<file path="src/rtl/gem_cluster_lct_window_match_if.sv">
// Bus between the cluster translator / LCT builder and the window matcher.
interface gem_cluster_lct_window_match_if #(
   parameter int unsigned WIREBITS  = 7,
   parameter int unsigned STRIPBITS = 8
);
   logic                 frame_start;
   logic                 clst_vpf;
   logic [WIREBITS-1:0]  clst_wire_lo;
   logic [WIREBITS-1:0]  clst_wire_hi;
   logic [STRIPBITS-1:0] clst_hs_lo;
   logic [STRIPBITS-1:0] clst_hs_hi;
   logic                 clst_me1a;
   logic [2:0]           clst_roll;
   logic [7:0]           clst_pad;
   logic                 lct_valid;
   logic [WIREBITS-1:0]  lct_key_wg;
   logic [STRIPBITS-1:0] lct_key_hs;
   logic                 busy;
   logic                 match_done;
   logic                 match_found;
   logic [2:0]           match_index;
   logic [7:0]           match_pad;
   logic [2:0]           match_roll;
   logic [3:0]           match_count;
   logic                 lct_dropped;
   logic                 match_abort;
   logic                 overflow;

   modport master (
      output frame_start, clst_vpf, clst_wire_lo, clst_wire_hi, clst_hs_lo, clst_hs_hi,
             clst_me1a, clst_roll, clst_pad, lct_valid, lct_key_wg, lct_key_hs,
      input  busy, match_done, match_found, match_index, match_pad, match_roll,
             match_count, lct_dropped, match_abort, overflow
   );

   modport slave (
      input  frame_start, clst_vpf, clst_wire_lo, clst_wire_hi, clst_hs_lo, clst_hs_hi,
             clst_me1a, clst_roll, clst_pad, lct_valid, lct_key_wg, lct_key_hs,
      output busy, match_done, match_found, match_index, match_pad, match_roll,
             match_count, lct_dropped, match_abort, overflow
   );
endinterface

</file>
<file path="src/rtl/gem_cluster_lct_window_match.sv">
// Buffers translated GEM clusters for one BX frame and, on an LCT request, scans them one per
// clock for wire/halfstrip windows that contain the LCT key.
module gem_cluster_lct_window_match #(
   parameter int unsigned          MXCLST     = 8,
   parameter int unsigned          WIREBITS   = 7,
   parameter int unsigned          STRIPBITS  = 8,
   parameter logic [STRIPBITS-1:0] ME1A_MINHS = 8'd128
) (
   input logic                            clock,
   input logic                            reset,
   gem_cluster_lct_window_match_if.slave  bus
);
   localparam int unsigned PTRBITS = $clog2(MXCLST);
   localparam int unsigned CNTBITS = $clog2(MXCLST + 1);
   localparam logic [STRIPBITS-1:0] HS_INVALID = STRIPBITS'(224);

   typedef enum logic [1:0] {StIdle, StScan, StDone} state_t;

   logic [WIREBITS-1:0]  ent_wire_lo [MXCLST];
   logic [WIREBITS-1:0]  ent_wire_hi [MXCLST];
   logic [STRIPBITS-1:0] ent_hs_lo   [MXCLST];
   logic [STRIPBITS-1:0] ent_hs_hi   [MXCLST];
   logic                 ent_me1a    [MXCLST];
   logic [2:0]           ent_roll    [MXCLST];
   logic [7:0]           ent_pad     [MXCLST];

   logic [PTRBITS-1:0]   wr_ptr_q, wr_ptr_d, wr_addr;
   logic [CNTBITS-1:0]   count_q, count_d;
   logic                 overflow_q, overflow_d, wr_en;

   state_t               state_q, state_d;
   logic [PTRBITS-1:0]   scan_idx_q, scan_idx_d;
   logic [CNTBITS-1:0]   scan_n_q, scan_n_d;
   logic [WIREBITS-1:0]  key_wg_q, key_wg_d;
   logic [STRIPBITS-1:0] key_hs_q, key_hs_d;
   logic                 found_q, found_d;
   logic [2:0]           index_q, index_d;
   logic [7:0]           pad_q, pad_d;
   logic [2:0]           roll_q, roll_d;
   logic [3:0]           mcount_q, mcount_d;
   logic                 hit;

   // Write pointer / fill count; frame_start clears before a same-cycle write lands.
   always_comb begin
      wr_addr    = bus.frame_start ? '0 : wr_ptr_q;
      wr_ptr_d   = wr_addr;
      count_d    = bus.frame_start ? '0 : count_q;
      overflow_d = bus.frame_start ? 1'b0 : overflow_q;
      wr_en      = 1'b0;
      if (bus.clst_vpf) begin
         if (count_d < CNTBITS'(MXCLST)) begin
            wr_en    = 1'b1;
            wr_ptr_d = wr_addr + 1'b1;
            count_d  = count_d + 1'b1;
         end else begin
            overflow_d = 1'b1;
         end
      end
   end

   // Cluster buffer; contents are don't-care after reset, so no reset term.
   always_ff @(posedge clock) begin
      if (wr_en) begin
         ent_wire_lo[wr_addr] <= bus.clst_wire_lo;
         ent_wire_hi[wr_addr] <= bus.clst_wire_hi;
         ent_hs_lo[wr_addr]   <= bus.clst_hs_lo;
         ent_hs_hi[wr_addr]   <= bus.clst_hs_hi;
         ent_me1a[wr_addr]    <= bus.clst_me1a;
         ent_roll[wr_addr]    <= bus.clst_roll;
         ent_pad[wr_addr]     <= bus.clst_pad;
      end
   end

   // Window test of the entry under the scan pointer; the invalid-region code never matches.
   always_comb begin
      hit = (key_wg_q >= ent_wire_lo[scan_idx_q]) && (key_wg_q <= ent_wire_hi[scan_idx_q])
         && (key_hs_q >= ent_hs_lo[scan_idx_q]) && (key_hs_q <= ent_hs_hi[scan_idx_q])
         && (ent_me1a[scan_idx_q] == (key_hs_q >= ME1A_MINHS))
         && (ent_hs_lo[scan_idx_q] != HS_INVALID) && (ent_hs_hi[scan_idx_q] != HS_INVALID)
         && (key_hs_q != HS_INVALID);
   end

   // FSM next state and result datapath.
   always_comb begin
      state_d    = state_q;
      scan_idx_d = scan_idx_q;
      scan_n_d   = scan_n_q;
      key_wg_d   = key_wg_q;
      key_hs_d   = key_hs_q;
      found_d    = found_q;
      index_d    = index_q;
      pad_d      = pad_q;
      roll_d     = roll_q;
      mcount_d   = mcount_q;
      unique case (state_q)
         StIdle: begin
            if (bus.lct_valid) begin
               key_wg_d   = bus.lct_key_wg;
               key_hs_d   = bus.lct_key_hs;
               scan_n_d   = count_q;
               scan_idx_d = '0;
               found_d    = 1'b0;
               index_d    = '0;
               pad_d      = '0;
               roll_d     = '0;
               mcount_d   = '0;
               state_d    = (count_q == '0) ? StDone : StScan;
            end
         end
         StScan: begin
            if (bus.frame_start) begin
               state_d = StIdle;
            end else begin
               if (hit) begin
                  if (!found_q) begin
                     found_d = 1'b1;
                     index_d = 3'(scan_idx_q);
                     pad_d   = ent_pad[scan_idx_q];
                     roll_d  = ent_roll[scan_idx_q];
                  end
                  if (mcount_q != 4'hF) mcount_d = mcount_q + 4'd1;
               end
               scan_idx_d = scan_idx_q + 1'b1;
               if (CNTBITS'(scan_idx_q) + CNTBITS'(1) == scan_n_q) state_d = StDone;
            end
         end
         StDone:  state_d = StIdle;
         default: state_d = StIdle;
      endcase
   end

   // State and result registers.
   always_ff @(posedge clock or posedge reset) begin
      if (reset) begin
         wr_ptr_q   <= '0;
         count_q    <= '0;
         overflow_q <= 1'b0;
         state_q    <= StIdle;
         scan_idx_q <= '0;
         scan_n_q   <= '0;
         key_wg_q   <= '0;
         key_hs_q   <= '0;
         found_q    <= 1'b0;
         index_q    <= '0;
         pad_q      <= '0;
         roll_q     <= '0;
         mcount_q   <= '0;
      end else begin
         wr_ptr_q   <= wr_ptr_d;
         count_q    <= count_d;
         overflow_q <= overflow_d;
         state_q    <= state_d;
         scan_idx_q <= scan_idx_d;
         scan_n_q   <= scan_n_d;
         key_wg_q   <= key_wg_d;
         key_hs_q   <= key_hs_d;
         found_q    <= found_d;
         index_q    <= index_d;
         pad_q      <= pad_d;
         roll_q     <= roll_d;
         mcount_q   <= mcount_d;
      end
   end

   assign bus.busy        = (state_q != StIdle);
   assign bus.match_done  = (state_q == StDone);
   assign bus.match_found = found_q;
   assign bus.match_index = index_q;
   assign bus.match_pad   = pad_q;
   assign bus.match_roll  = roll_q;
   assign bus.match_count = mcount_q;
   assign bus.lct_dropped = bus.lct_valid && (state_q != StIdle);
   assign bus.match_abort = bus.frame_start && (state_q == StScan);
   assign bus.overflow    = overflow_q;
endmodule

</file>
<file path="src/flat_wrapper.sv">
// flat-port wrapper written by rule: the top's interface ports become plain ports
module gem_cluster_lct_window_match_flat 
#(
   parameter int unsigned          MXCLST     = 8,
   parameter int unsigned          WIREBITS   = 7,
   parameter int unsigned          STRIPBITS  = 8,
   parameter logic [STRIPBITS-1:0] ME1A_MINHS = 8'd128
)
  (clock, reset, bus_frame_start, bus_clst_vpf, bus_clst_wire_lo, bus_clst_wire_hi, bus_clst_hs_lo, bus_clst_hs_hi, bus_clst_me1a, bus_clst_roll, bus_clst_pad, bus_lct_valid, bus_lct_key_wg, bus_lct_key_hs, bus_busy, bus_match_done, bus_match_found, bus_match_index, bus_match_pad, bus_match_roll, bus_match_count, bus_lct_dropped, bus_match_abort, bus_overflow);
  gem_cluster_lct_window_match_if #(.WIREBITS(WIREBITS), .STRIPBITS(STRIPBITS)) bus_i ();
  input logic clock;
  input logic reset;
  input wire logic [$bits(bus_i.frame_start)-1:0] bus_frame_start;
  input wire logic [$bits(bus_i.clst_vpf)-1:0] bus_clst_vpf;
  input wire logic [$bits(bus_i.clst_wire_lo)-1:0] bus_clst_wire_lo;
  input wire logic [$bits(bus_i.clst_wire_hi)-1:0] bus_clst_wire_hi;
  input wire logic [$bits(bus_i.clst_hs_lo)-1:0] bus_clst_hs_lo;
  input wire logic [$bits(bus_i.clst_hs_hi)-1:0] bus_clst_hs_hi;
  input wire logic [$bits(bus_i.clst_me1a)-1:0] bus_clst_me1a;
  input wire logic [$bits(bus_i.clst_roll)-1:0] bus_clst_roll;
  input wire logic [$bits(bus_i.clst_pad)-1:0] bus_clst_pad;
  input wire logic [$bits(bus_i.lct_valid)-1:0] bus_lct_valid;
  input wire logic [$bits(bus_i.lct_key_wg)-1:0] bus_lct_key_wg;
  input wire logic [$bits(bus_i.lct_key_hs)-1:0] bus_lct_key_hs;
  output wire logic [$bits(bus_i.busy)-1:0] bus_busy;
  output wire logic [$bits(bus_i.match_done)-1:0] bus_match_done;
  output wire logic [$bits(bus_i.match_found)-1:0] bus_match_found;
  output wire logic [$bits(bus_i.match_index)-1:0] bus_match_index;
  output wire logic [$bits(bus_i.match_pad)-1:0] bus_match_pad;
  output wire logic [$bits(bus_i.match_roll)-1:0] bus_match_roll;
  output wire logic [$bits(bus_i.match_count)-1:0] bus_match_count;
  output wire logic [$bits(bus_i.lct_dropped)-1:0] bus_lct_dropped;
  output wire logic [$bits(bus_i.match_abort)-1:0] bus_match_abort;
  output wire logic [$bits(bus_i.overflow)-1:0] bus_overflow;
  assign bus_i.frame_start = bus_frame_start;
  assign bus_i.clst_vpf = bus_clst_vpf;
  assign bus_i.clst_wire_lo = bus_clst_wire_lo;
  assign bus_i.clst_wire_hi = bus_clst_wire_hi;
  assign bus_i.clst_hs_lo = bus_clst_hs_lo;
  assign bus_i.clst_hs_hi = bus_clst_hs_hi;
  assign bus_i.clst_me1a = bus_clst_me1a;
  assign bus_i.clst_roll = bus_clst_roll;
  assign bus_i.clst_pad = bus_clst_pad;
  assign bus_i.lct_valid = bus_lct_valid;
  assign bus_i.lct_key_wg = bus_lct_key_wg;
  assign bus_i.lct_key_hs = bus_lct_key_hs;
  assign bus_busy = bus_i.busy;
  assign bus_match_done = bus_i.match_done;
  assign bus_match_found = bus_i.match_found;
  assign bus_match_index = bus_i.match_index;
  assign bus_match_pad = bus_i.match_pad;
  assign bus_match_roll = bus_i.match_roll;
  assign bus_match_count = bus_i.match_count;
  assign bus_lct_dropped = bus_i.lct_dropped;
  assign bus_match_abort = bus_i.match_abort;
  assign bus_overflow = bus_i.overflow;
  gem_cluster_lct_window_match #(.MXCLST(MXCLST), .WIREBITS(WIREBITS), .STRIPBITS(STRIPBITS), .ME1A_MINHS(ME1A_MINHS)) u_core (.clock(clock), .reset(reset), .bus(bus_i));
endmodule
</file>
<file path="config.mk">
export PLATFORM = sky130hd
export DESIGN_NAME = gem_cluster_lct_window_match_flat
export DESIGN_NICKNAME = d
export VERILOG_FILES = /design/src/rtl/gem_cluster_lct_window_match_if.sv /design/src/rtl/gem_cluster_lct_window_match.sv /design/src/flat_wrapper.sv
export SDC_FILE = /design/constraint.sdc
export NUM_CORES = 1
export LEC_CHECK = 0
export ABC_AREA = 1
export CAP_MARGIN = 20
export CELL_PAD_IN_SITES_DETAIL_PLACEMENT = 0
export CELL_PAD_IN_SITES_GLOBAL_PLACEMENT = 2
export CORE_MARGIN = 2
export CORE_UTILIZATION = 36
export CTS_CLUSTER_SIZE = 40
export DETAILED_ROUTE_END_ITERATION = 8
export PLACE_DENSITY = 0.79
export SLEW_MARGIN = 10
export SYNTH_ARGS = -nofsm -noshare
export SYNTH_HDL_FRONTEND = slang
export SYNTH_SLANG_ARGS = --single-unit
</file>
<file path="constraint.sdc">
create_clock -name clock -period 4.2 [get_ports clock]
set_clock_uncertainty 0.15 [all_clocks]
set_input_delay 0.63 -clock clock [delete_from_list [all_inputs] [get_ports clock]]
set_output_delay 0.63 -clock clock [all_outputs]
set_load 0.01 [all_outputs]
</file>
==> run metrics, run 1 <==
status finished, final reports clean; Placed Cells incl. Taps 2,131; power density cells 572.3 nW/um2; area of the core 45,280 um2; first-pass GRT wire length 63,460 um; setup TNS 0 ps; PortBufs 85; GRT overflow 0; I/O Pins 86; CTS Sinks 387; chip width 217.9 um; drt drc 0; Setup-failing EPs final 0; vias per cell 4.900; num rows 78; Net Count, Synth 1,582; VDD IR max 0.0002986 V; setup bufs post-CTS 0; Mapped Area 16,480 um2; Unique masters post-synth 31; Util after Layout 0.4311; Clock Latency Late Sink 570 ps; # diodes 0; share of cells above drive strength 1 0.06837; final hold violations 0; Die Y 217.9 um; CP Max Fanout 34; most common cell after layout, fill and taps aside nand2_1; Via Count 10,820; CP Capture Type register; CP Data Required Time 4510 ps; Total GRT Usage 0.1772; unrepaired setup endpoints after global routing false; Worst slew margin 0.4955; Max Cap Viol 0; clock buffer depth 3; register area 11,370 um2; post-DP HPWL 23,570 um; most frequent cells in the layout 383 x nand2_1, 336 x edfxtp_1, 146 x nor2_1; post-route antenna net violation count 0; GP Congestion 0.7630; Worst Hold Class in2async; Layout area overhead 18.48%; Syn Inst Count 1,486; Worst-Margin Slew 755.9 ps; ratio of final minimum period to clock period 0.8580; H-tree levels 2; number of global-route vias before repair 10,670; Pleak 0.007644 uW; Root Driver clkbuf_16; initial antenna violation count 1; FILL cells 4,298; Clk pin slew, worst setup/hold paths 60 ps; CP Class reg2reg; area of the multi-input gates 4303 um2; DR WL/cell 18.83 um; post-CTS sizing 0; CTS tree yes; number of synthesized register bits 387; max frequency 277.5 MHz; Die ar. 47,500 um2; starting DRC count in detailed routing 806; Post-Route WL 41,590 um; 1st-pass router iterations 5; # hold bufs at CTS 0; Avg Inst Size Synth 11.09 um2; largest net degree at the start of global routing 143; Area contributors post-synth edfxtp_1 61%, nand2_1 8.7%, dfrtp_1 7.7%, o21ai_0 3.9%, nor2_1 3.5%; crit path DAT 3910 ps; area leader, netlist edfxtp_1; final slew viol count 0; CTS buffer count 44; Finished Layout Cells 2,209; min Tclk post-route 3604 ps; Critical Path Source Type register; area share of the largest cell type after synthesis 0.6123; flop2flop setup slack 600 ps; sequential share of the synthesized area 0.6898; final net count 1,673; YS warnings 0; Initial Util 0.3639
-- sequential cells by signal, summed over array words and instances, names as in the netlist, 2 cells and up --
signal	cells
u_core.scan_idx_q	3
u_core.bus.match_index	3
u_core.bus.match_count	4
u_core.bus.match_pad	8
u_core.count_q	4
u_core.ent_me1a	8
u_core.key_hs_q	8
u_core.key_wg_q	7
u_core.ent_hs_lo	64
u_core.ent_roll	24
u_core.state_q	2
u_core.wr_ptr_q	3
u_core.ent_hs_hi	64
u_core.scan_n_q	4
u_core.ent_wire_lo	56
u_core.bus.match_roll	3
u_core.ent_pad	64
u_core.ent_wire_hi	56
-- through the flow --
stage	power (uW)	setup WS, ps	hold WS (ps)	cell area (um2)
6_report	11170	596.4	296.0	19520
5_1_grt	11870	276.1	344.6	19520
4_1_cts	11320	587.5	287.5	19520
3_5_place_dp	7759	591.2	326.0	18210
3_3_place_gp	7722	629.6	331.9	18210
2_1_floorplan	6665	325.6	321.4	16480
-- power by group --
group | leakage (uW) | internal (uW) | switching (uW) | total, uW
combinational | 0.00329 | 1080 | 1970 | 3050
sequential | 0.00372 | 4410 | 182 | 4590
clock | 0.000637 | 2050 | 1480 | 3530
total | 0.00764 | 7540 | 3630 | 11200
-- path summary, 6_finish.rpt --
path,from,to,depth (start not counted)
hold / removal,reset,u_core.bus.match_pad[0],2
setup / recovery,u_core.scan_idx_q[0],u_core.bus.match_found,21
setup reg to reg,u_core.scan_idx_q[0],u_core.bus.match_found,21
hold reg to reg,u_core.bus.match_pad[1],u_core.bus.match_pad[1],2
max in group asynchronous,reset,u_core.key_wg_q[0],3
min in group clock,u_core.bus.match_pad[1],u_core.bus.match_pad[1],2
-- kinds of logic (layout without fill, tap and decap cells) --
logic type / Yosys count / in the layout / synth area share
xor+xnor: 9 / 9 / 0.004784
fa+ha+maj: 34 / 34 / 0.02582
compound gates: 210 / 210 / 0.07100
flops: 387 / 387 / 0.6898
simple gates: 640 / 640 / 0.1557
buf+inv: 206 / 329 / 0.05285
-- cell usage after synthesis --
cell type and n:
o21ai_1 1, dfrtp_1 51, edfxtp_1 336, buf_6 8
o41ai_1 1, nor3_1 2, nand3b_1 1, xor2_1 7
a21o_1 2, nand3_1 85, xnor2_1 2, o221ai_1 12
nand4_1 8, a31oi_1 3, o21bai_4 1, ha_1 34
inv_2 1, nand3_2 3, buf_4 3, nand2_1 383
o22ai_1 36, nand2_4 1, buf_1 6, nor4_1 2
nor2_1 155, clkbuf_1 37, inv_1 130, buf_2 21
a21oi_1 23, o21ai_0 130, o21a_1 1
-- routing by layer --
layer	vias up	share of wire	GRT usage
met5	-	0.00026	0
met4	2	0.025	0.06009
met3	70	0.049	0.02985
met2	233	0.48	0.3002
met1	5265	0.44	0.2304
li1	5254	-	-
-- worst max-delay path, stage by stage (launching register included) --
cell and delay (ps):
dfrtp_4 510, inv_4 370, buf_12 250, nand2_1 80
nand2_1 60, nand2_1 60, nand2_1 60, nand2_1 40
nand2_1 110, inv_1 50, ha_1 280, nand2_1 80
o21a_1 190, nand2_1 100, nand2_1 60, nor2_1 160
nand2_1 150, o21bai_4 340, buf_4 220, nand2_1 70
nand2_1 60, nand2_1 40
-- layout make-up --
| type | instances | share of cell area |
|---|---|---|
| Sequential cell | 387 | 0.5825 |
| Multi-Input combinational cell | 893 | 0.2204 |
| Timing Repair Buffer | 120 | 0.06601 |
| Clock buffer | 57 | 0.05890 |
| Tap cell | 600 | 0.03845 |
| Inverter | 131 | 0.02532 |
| Clock inverter | 21 | 0.008396 |
No activity file was read; power rests on OpenSTA's default activity.
==> run 2, diff against run 1 <==
CTS_CLUSTER_SIZE = 10   (was 40)
==> run 2 against run 1 <==
Net effect: combinational power about the same; cell area decreased by 0.14%; fmax increased by 0.18%; clock-buffer cell count increased by 15; global-route usage about the same; sequential power about the same; first-iteration DRC count decreased by 8.8%; clock power decreased by 2%; die area unchanged; worst hold slack got worse by 8.6 ps; highest routed layer unchanged; sequential share of layout area increased by 0.082 points; core utilization decreased by 0.061 points.
==> run metrics, run 2 (synthesis gave the netlist of run 1 again) <==
crit path DAT 3910 ps (about the same); final worst slack 602.8 ps (was 596.4 ps); Pleak 0.007621 uW (was 0.007644 uW); most common cell after layout, fill and taps aside nand2_1 (unchanged); Clk pin slew, worst setup/hold paths 50 ps (was 60 ps); Worst slew margin 0.4804 (was 0.4955); Worst-Margin Slew 778.6 ps (was 755.9 ps); FF-to-FF Start u_core.scan_idx_q[0] (unchanged); CTS tree yes (unchanged); setup TNS 0 ps (unchanged); most frequent cells in the layout 383 x nand2_1, 336 x edfxtp_1, 146 x nor2_1 (unchanged); GRT overflow 0 (unchanged); share of cells above drive strength 1 0.06468 (was 0.06837); initial antenna violation count 1 (unchanged); VDD IR max 0.0002992 V (was 0.0002986 V); Critical Path Source Type register (unchanged); Worst Hold Class in2async (unchanged); power consumption 11,120 uW (was 11,170 uW); 1st-pass router iterations 6 (was 5); pre-CTS setup slack 591.2 ps (unchanged); unrepaired setup endpoints after global routing false (unchanged); Regs by FF count u_core.ent_hs_hi x64, u_core.ent_hs_lo x64, u_core.ent_pad x64 (unchanged); CTS buffer count 45 (was 44); setup bufs post-CTS 0 (unchanged); CTS Sinks 387 (unchanged); clock buffer depth 3 (unchanged); Clock Latency Late Sink 560 ps (was 570 ps); CP Class reg2reg (unchanged); flop2flop setup slack 600 ps (about the same); num rows 78 (unchanged); min Tclk post-route 3597 ps (was 3604 ps); H-tree levels 2 (unchanged); area of the core 45,280 um2 (unchanged); post-CTS sizing 0 (unchanged); drt drc 0 (unchanged); Initial Util 0.3639 (unchanged); starting DRC count in detailed routing 735 (was 806); Max Cap Viol 0 (unchanged); Layout area overhead 18.32% (was 18.48%); FILL cells 4,285 (was 4,298); Post-Route WL 41,570 um (was 41,590 um); final slew viol count 0 (unchanged); post-DP HPWL 23,570 um (unchanged); R2R depth 21 (unchanged); Total GRT Usage 0.1772 (about the same); # diodes 0 (unchanged); power density cells 570.2 nW/um2 (was 572.3 nW/um2); vias per cell 4.902 (was 4.900); final net count 1,674 (was 1,673); status finished, final reports clean (unchanged); post-route antenna net violation count 0 (unchanged); DR WL/cell 18.83 um (about the same); PortBufs 85 (unchanged); largest net degree at the start of global routing 143 (unchanged); # hold bufs at CTS 0 (unchanged); I/O Pins 86 (unchanged); Reg-to-Reg End u_core.bus.match_found (unchanged); number of global-route vias before repair 10,660 (was 10,670); Setup-failing EPs final 0 (unchanged); max frequency 278.0 MHz (was 277.5 MHz); first-pass GRT wire length 63,450 um (was 63,460 um); Root Driver clkbuf_16 (unchanged); ratio of final minimum period to clock period 0.8565 (was 0.8580); chip width 217.9 um (unchanged); worst hold margin 287.3 ps (was 296.0 ps); CP Data Required Time 4520 ps (was 4510 ps); Via Count 10,820 (about the same); final hold violations 0 (unchanged); GP Congestion 0.7630 (unchanged); Die Y 217.9 um (unchanged); CP Max Fanout 34 (unchanged); Die ar. 47,500 um2 (unchanged); CP Capture Type register (unchanged)
run 2: changes by cell type in the layout (fill, tap and decap cells not counted), sizes merged:
cell,delta
bufinv,-2
clkinvlp,-1
clkbuf,+15
clkinv,-13
run 2: per-layer routing:
layer | vias to the layer above | global-route usage | routed length, um
met3 | 65 | 0.02873 | 1825
met1 | 5297 | 0.2317 | 18520
met2 | 206 | 0.3005 | 20200
met4 | 2 | 0.05805 | 1011
li1 | 5253 | - | -
met5 | - | 0 | 11
run 2: worst max-delay path by stage:
stage	from	to	cells past startpoint
2_1_floorplan	bus_frame_start	u_core.ent_hs_hi[0][0]	5
3_3_place_gp	u_core.scan_idx_q[0]	u_core.bus.match_found	21
3_5_place_dp	u_core.scan_idx_q[0]	u_core.bus.match_found	21
4_1_cts	u_core.scan_idx_q[0]	u_core.bus.match_found	21
5_1_grt	u_core.scan_idx_q[0]	u_core.bus.match_found	16
6_report	u_core.scan_idx_q[0]	u_core.bus.match_found	21
run 2: power by group:
part | leakage, uW | internal [uW] | switching [uW] | total (uW)
Combinational | 0.00329 | 1080 | 1970 | 3050
Clock | 0.000614 | 2010 | 1470 | 3470
Sequential | 0.00372 | 4410 | 183 | 4600
run 2: cell type report:
cell class              instances  area, um2  share of cell area
multi-input cells             893       4303              0.2207
repair buffers                120       1289             0.06611
flip-flops and latches        387      11370              0.5833
well taps                     600      750.7             0.03851
clock buffers                  72       1237             0.06348
clock inverters                 5      48.80            0.002503
inverters                     131      494.2             0.02535
run 2: worst max-delay path, cell delays in order (launching register included):
cell      delay (ps)
dfrtp_4          500
inv_4            360
buf_12           250
nand2_1           80
nand2_1           60
nand2_1           60
nand2_1           50
nand2_1           40
nand2_1          100
inv_1             50
ha_1             280
nand2_1           80
o21a_1           190
nand2_1          100
nand2_1           60
nor2_1           160
nand2_1          160
o21bai_4         340
buf_4            220
nand2_1           70
nand2_1           60
nand2_1           50
run 2: through the flow:
step,std cells,area (um2),util
after global placement,2131,18210,0.4021
final,2208,19490,0.4305
after global routing,2208,19490,0.4305
after detailed placement,2131,18210,0.4021
after floorplan,1486,16480,-
after CTS,2208,19490,0.4305
